==> src/rtl/soc_run_monitor_if.sv <==
// Bundle between zeroriscy_soc-side signals and the run-completion monitor.
interface soc_run_monitor_if #(
  parameter int unsigned CNT_W = 32
);
  logic             fetch_enable_i;
  logic [31:0]      mem_flag_i;
  logic [31:0]      mem_result_i;
  logic [31:0]      instr_addr_i;
  logic             done_o;
  logic             pass_o;
  logic             fail_o;
  logic             timeout_o;
  logic             hang_o;
  logic [31:0]      result_o;
  logic [CNT_W-1:0] cycles_o;

  // SoC / bench side: drives the observed signals, reads the verdict.
  modport master (
    output fetch_enable_i, mem_flag_i, mem_result_i, instr_addr_i,
    input  done_o, pass_o, fail_o, timeout_o, hang_o, result_o, cycles_o
  );

  // Monitor side.
  modport slave (
    input  fetch_enable_i, mem_flag_i, mem_result_i, instr_addr_i,
    output done_o, pass_o, fail_o, timeout_o, hang_o, result_o, cycles_o
  );
endinterface

==> src/rtl/soc_run_monitor.sv <==
// Run-completion monitor: watches SoC flag/result/PC and latches a sticky
// pass / fail / timeout / hang verdict.
module soc_run_monitor #(
  parameter int unsigned TIMEOUT_CYCLES  = 100,
  parameter int unsigned STALL_CYCLES    = 32,
  parameter logic [31:0] EXPECTED_RESULT = 32'd0,
  parameter int unsigned CHECK_RESULT    = 1,
  parameter int unsigned CNT_W           = 32
) (
  input  logic              clk_i,
  input  logic              rst_ni,
  soc_run_monitor_if.slave  bus
);

  localparam int unsigned STALL_W    = (STALL_CYCLES > 1) ? $clog2(STALL_CYCLES) : 1;
  localparam int unsigned STALL_LAST = (STALL_CYCLES == 0) ? 0 : STALL_CYCLES - 1;
  localparam int unsigned TMO_LAST   = (TIMEOUT_CYCLES == 0) ? 0 : TIMEOUT_CYCLES - 1;

  typedef enum logic [2:0] {
    S_IDLE, S_RUN, S_PASS, S_FAIL, S_TIMEOUT, S_HANG
  } state_e;

  state_e             r_state, w_state_nxt;
  logic [CNT_W-1:0]   r_cycles, w_cycles_nxt;
  logic [STALL_W-1:0] r_stall, w_stall_nxt;
  logic [31:0]        r_last_addr, w_last_addr_nxt;
  logic [31:0]        r_result, w_result_nxt;
  logic               r_done, r_pass, r_fail, r_timeout, r_hang;
  logic               w_addr_same;
  logic               w_result_ok;

  assign w_addr_same = (bus.instr_addr_i == r_last_addr);
  assign w_result_ok = (CHECK_RESULT == 0) || (bus.mem_result_i == EXPECTED_RESULT);

  // Next-state and next counter values; priority flag > timeout > hang.
  always_comb begin
    w_state_nxt     = r_state;
    w_cycles_nxt    = r_cycles;
    w_stall_nxt     = r_stall;
    w_last_addr_nxt = r_last_addr;
    w_result_nxt    = r_result;
    case (r_state)
      S_IDLE: begin
        w_cycles_nxt    = '0;
        w_stall_nxt     = '0;
        w_last_addr_nxt = bus.instr_addr_i;
        if (bus.fetch_enable_i) w_state_nxt = S_RUN;
      end
      S_RUN: begin
        if (bus.fetch_enable_i) begin
          w_cycles_nxt    = (&r_cycles) ? r_cycles : r_cycles + CNT_W'(1);
          w_stall_nxt     = w_addr_same ? r_stall + STALL_W'(1) : '0;
          w_last_addr_nxt = bus.instr_addr_i;
          if (bus.mem_flag_i != 32'd0) begin
            w_result_nxt = bus.mem_result_i;
            w_state_nxt  = w_result_ok ? S_PASS : S_FAIL;
          end else if (r_cycles == CNT_W'(TMO_LAST)) begin
            w_state_nxt = S_TIMEOUT;
          end else if ((STALL_CYCLES != 0) && (r_stall == STALL_W'(STALL_LAST)) && w_addr_same) begin
            w_state_nxt = S_HANG;
          end
        end
      end
      default: begin
        w_state_nxt = r_state;
      end
    endcase
  end

  // State, counters and registered verdict outputs.
  always_ff @(posedge clk_i) begin
    if (!rst_ni) begin
      r_state     <= S_IDLE;
      r_cycles    <= '0;
      r_stall     <= '0;
      r_last_addr <= '0;
      r_result    <= '0;
      r_done      <= 1'b0;
      r_pass      <= 1'b0;
      r_fail      <= 1'b0;
      r_timeout   <= 1'b0;
      r_hang      <= 1'b0;
    end else begin
      r_state     <= w_state_nxt;
      r_cycles    <= w_cycles_nxt;
      r_stall     <= w_stall_nxt;
      r_last_addr <= w_last_addr_nxt;
      r_result    <= w_result_nxt;
      r_pass      <= (w_state_nxt == S_PASS);
      r_fail      <= (w_state_nxt == S_FAIL);
      r_timeout   <= (w_state_nxt == S_TIMEOUT);
      r_hang      <= (w_state_nxt == S_HANG);
      r_done      <= (w_state_nxt != S_IDLE) && (w_state_nxt != S_RUN);
    end
  end

  assign bus.done_o    = r_done;
  assign bus.pass_o    = r_pass;
  assign bus.fail_o    = r_fail;
  assign bus.timeout_o = r_timeout;
  assign bus.hang_o    = r_hang;
  assign bus.result_o  = r_result;
  assign bus.cycles_o  = r_cycles;

endmodule
==> src/flat_wrapper.sv <==
// flat-port wrapper written by rule: the top's interface ports become plain ports
module soc_run_monitor_flat 
#(
  parameter int unsigned TIMEOUT_CYCLES  = 100,
  parameter int unsigned STALL_CYCLES    = 32,
  parameter logic [31:0] EXPECTED_RESULT = 32'd0,
  parameter int unsigned CHECK_RESULT    = 1,
  parameter int unsigned CNT_W           = 32
)
  (clk_i, rst_ni, bus_fetch_enable_i, bus_mem_flag_i, bus_mem_result_i, bus_instr_addr_i, bus_done_o, bus_pass_o, bus_fail_o, bus_timeout_o, bus_hang_o, bus_result_o, bus_cycles_o);
  soc_run_monitor_if #(.CNT_W(CNT_W)) bus_i ();
  input  logic clk_i;
  input  logic rst_ni;
  input wire logic [$bits(bus_i.fetch_enable_i)-1:0] bus_fetch_enable_i;
  input wire logic [$bits(bus_i.mem_flag_i)-1:0] bus_mem_flag_i;
  input wire logic [$bits(bus_i.mem_result_i)-1:0] bus_mem_result_i;
  input wire logic [$bits(bus_i.instr_addr_i)-1:0] bus_instr_addr_i;
  output wire logic [$bits(bus_i.done_o)-1:0] bus_done_o;
  output wire logic [$bits(bus_i.pass_o)-1:0] bus_pass_o;
  output wire logic [$bits(bus_i.fail_o)-1:0] bus_fail_o;
  output wire logic [$bits(bus_i.timeout_o)-1:0] bus_timeout_o;
  output wire logic [$bits(bus_i.hang_o)-1:0] bus_hang_o;
  output wire logic [$bits(bus_i.result_o)-1:0] bus_result_o;
  output wire logic [$bits(bus_i.cycles_o)-1:0] bus_cycles_o;
  assign bus_i.fetch_enable_i = bus_fetch_enable_i;
  assign bus_i.mem_flag_i = bus_mem_flag_i;
  assign bus_i.mem_result_i = bus_mem_result_i;
  assign bus_i.instr_addr_i = bus_instr_addr_i;
  assign bus_done_o = bus_i.done_o;
  assign bus_pass_o = bus_i.pass_o;
  assign bus_fail_o = bus_i.fail_o;
  assign bus_timeout_o = bus_i.timeout_o;
  assign bus_hang_o = bus_i.hang_o;
  assign bus_result_o = bus_i.result_o;
  assign bus_cycles_o = bus_i.cycles_o;
  soc_run_monitor #(.TIMEOUT_CYCLES(TIMEOUT_CYCLES), .STALL_CYCLES(STALL_CYCLES), .EXPECTED_RESULT(EXPECTED_RESULT), .CHECK_RESULT(CHECK_RESULT), .CNT_W(CNT_W)) u_core (.clk_i(clk_i), .rst_ni(rst_ni), .bus(bus_i));
endmodule
==> config.mk <==
export PLATFORM = sky130hd
export DESIGN_NAME = soc_run_monitor_flat
export DESIGN_NICKNAME = d
export VERILOG_FILES = /design/src/rtl/soc_run_monitor_if.sv /design/src/rtl/soc_run_monitor.sv /design/src/flat_wrapper.sv
export SDC_FILE = /design/constraint.sdc
export NUM_CORES = 1
export LEC_CHECK = 0
export CORE_UTILIZATION = 45
export CTS_CLUSTER_DIAMETER = 80
export CTS_CLUSTER_SIZE = 8
export DETAILED_ROUTE_END_ITERATION = 10
export HOLD_SLACK_MARGIN = 0.1
export PLACE_DENSITY = 0.83
export SLEW_MARGIN = 10
export SYNTH_ARGS = -nofsm -noshare
export SYNTH_HDL_FRONTEND = slang
export SYNTH_SLANG_ARGS = --single-unit
==> constraint.sdc <==
create_clock -name clk_i -period 3.05 [get_ports clk_i]
set_clock_uncertainty 0.15 [all_clocks]
set_input_delay 0.61 -clock clk_i [delete_from_list [all_inputs] [get_ports clk_i]]
set_output_delay 0.61 -clock clk_i [all_outputs]
set_load 0.02 [all_outputs]
==> run metrics <==
proportion of layout cells with a drive suffix above 1=0.0501; routed vias/inst=5.51; Mapped Area=4850 um2; sequential fraction of the synthesis area=0.450; routing layer with the top usage in global route=met2; most frequent cells in the layout=sky130_fd_sc_hd__clkdlybuf4s50_1, sky130_fd_sc_hd__dfxtp_1, sky130_fd_sc_hd__nand2_1; setup repair after global routing missed its margin=no; Place WS=20.2 ps; Netlist cell types=40; effective utilization at floorplan=0.468; syn nets=671; Avg Inst Size Synth=8.53 um2; Root Buffer=sky130_fd_sc_hd__clkbuf_8; grt ovf=0; number of filler instances in the final layout=864; WP data required=3200 ps; clock-pin slew reported for the worst setup and hold paths after clock tree synthesis=90 ps; DRT Wirelength=13,100 um; number of global-route vias before repair=4,642; Site Rows=37; worst relative slew slack=0.637; first-pass detailed-route iteration total=5; DRC errors left=0; finished layout cell area=6950 um2; number of antenna violations at the first check in global routing=0; arrival time at the worst endpoint=2850 ps; register bit total from synthesis=109; final weighted congestion in routability-driven placement=0.870; setup violators final=0; ANT cells=0; Post-Synthesis Cells=569; number of buffer and inverter stages on the critical path=2; Post-Layout Cell Count=874; clk buf depth=2; input/output buffers=167; clk_lat worst skew=370 ps; worst stage delay on the critical path=510 ps; final cell utilization of the core=0.670; R2R Path Start=u_core.r_state[1]; power per cell area=413 nW/um2; portion of the clock cycle consumed by the worst path in the final layout=0.886; Boundary Pins=168; Critical Path Slowest Stage Cell=sky130_fd_sc_hd__a2111o_1; detailed router's first-iteration violation count=266; crit path launch type=input port; leading cell type in the layout, fill and taps excluded=sky130_fd_sc_hd__clkdlybuf4s50_1; top cell type's share of synthesized area=0.450; CP Class=input port to register; area occupied by multi-input gates=2560 um2; endpoints failing hold=0; number of pins with negative max-slew slack in the final report=0; crit-path cells=clkdlybuf4s50_1, inv_1, a2111o_1, nor3_1, o21ai_1, or4_1, a21oi_1; leakage dissipation=2.63 nW; Sinks on Clock Net=109; FF/Latch Area=2180 um2; HP Class=register to register; met3 track demand over resource in global routing=0.0482; critical path peak fanout=7; cell taking the most area after synthesis=sky130_fd_sc_hd__dfxtp_1; clock period minus worst slack=2700 ps; total instance count after detailed placement=858; cell family contributing the most delay on the critical path=compound AO/OA/AOI/OAI gates; GRT met2 Usage=0.412; placed standard-cell area=6750 um2; global-route wire length before repair=21,700 um; DPL Wire Length=9900 um; H-tree depth reported by CTS=3; Final Hold Slack=313 ps; synthesis-to-layout area growth=43.2%; Min-Delay Startpoint=u_core.r_stall[4]; total via count after detailed routing=4,814; die span in y=106 um; met1 global-route usage=0.293; area enclosed by the die boundary=11,200 um2; remaining number of nets flagged by the antenna check after routing=0; TritonCTS Buffers=9; capturing element type of the critical path=register; number of nets at the end of the flow=835; Peak Freq=370 MHz; largest cells by area after synthesis=sky130_fd_sc_hd__dfxtp_1, sky130_fd_sc_hd__mux2i_1, sky130_fd_sc_hd__nand2_1; Yosys Warn Count=0; placeable core region=10,400 um2; Least-Margin Pin Slew=543 ps; Tot GR Track Use=0.239; routed wirelength normalized by instance count=15.0 um; number of maximum-capacitance constraint violations=0; run status=completed; Post-CTS Setup Bufs=0; Final Worst Setup Slack=349 ps; TritonCTS clock tree=done; horizontal die dimension=106 um; highest ir drop seen on vdd=254 uV; maximum number of pins on one net before global-route repair=54; post-cts sizing count=0; Total Power Consumption=2.87 mW; Register-to-Register Setup Slack=480 ps; setup TNS after final layout=0 ps; Post-CTS Hold Fix Bufs=0; crit path from=bus_fetch_enable_i
==> cell families after synthesis <==
| logic type | count (synthesis) | share of synthesized area |
|---|---|---|
| AND/OR/NAND/NOR | 263 | 0.265 |
| flip-flops | 109 | 0.450 |
| AO/OA/AOI/OAI | 73 | 0.0843 |
| XOR/XNOR | 53 | 0.0956 |
| buffers and inverters | 35 | 0.0294 |
| multiplexers | 33 | 0.0681 |
| adder cells (fa/ha/maj) | 3 | 0.00773 |
==> final timing paths <==
| path | end | cells after the start |
|---|---|---|
| max | u_core.bus.cycles_o[29] | 7 |
| min | u_core.r_stall[4] | 2 |
| max reg2reg | u_core.bus.cycles_o[29] | 6 |
| min reg2reg | u_core.r_stall[4] | 2 |
==> cells in the mapped netlist (all sizes together) <==
cell,instances
dfxtp,109
nand2,83
nor2,64
a21oi,46
nor4,38
xor2,34
mux2i,33
clkbuf,22
xnor2,19
nand4,16
nor3,15
nand3,14
o21ai,13
inv,7
buf,6
o31ai,6
nor4b,5
or3,5
or4,5
and4,4
a31oi,3
ha,3
nor3b,3
a2111o,2
and3,2
nand2b,2
nand4b,2
or2,2
a32oi,1
and2,1
nand3b,1
nor4bb,1
o211ai,1
o221a,1
==> state kept, by name, indices dropped and copies added (netlist names) <==
register / flops
u_core.bus.cycles_o: 32
u_core.bus.result_o: 32
u_core.r_last_addr: 32
u_core.r_stall: 5
u_core.r_state: 3
u_core.bus.done_o: 1
u_core.bus.fail_o: 1
u_core.bus.hang_o: 1
u_core.bus.pass_o: 1
u_core.bus.timeout_o: 1
==> layer usage <==
layer | wire (um) | vias to the layer above
met5 | 0 | -
met4 | 281 | 0
met3 | 850 | 29
met2 | 6350 | 162
met1 | 5600 | 2281
li1 | - | 2342
==> tightest hold or removal path, cell delays in order (launching register included) <==
cell	delay (ps)
sky130_fd_sc_hd__dfxtp_1	320
sky130_fd_sc_hd__nand2_1	50
sky130_fd_sc_hd__a21oi_1	50
==> power breakdown <==
part | switching (mW) | total (mW) | internal, mW
Clock | 0.495 | 0.883 | 0.388
Sequential | 0.0402 | 1.52 | 1.48
Combinational | 0.218 | 0.464 | 0.246
==> layout make-up <==
cell class                 instances  area share
clock buffer                      10      0.0184
clock inverter                     6     0.00990
tap                              136      0.0245
timing repair buffer             181       0.261
multi-input combinational        425       0.368
inverter                           7     0.00378
sequential                       109       0.314
Power figures use the tool's default switching activity.
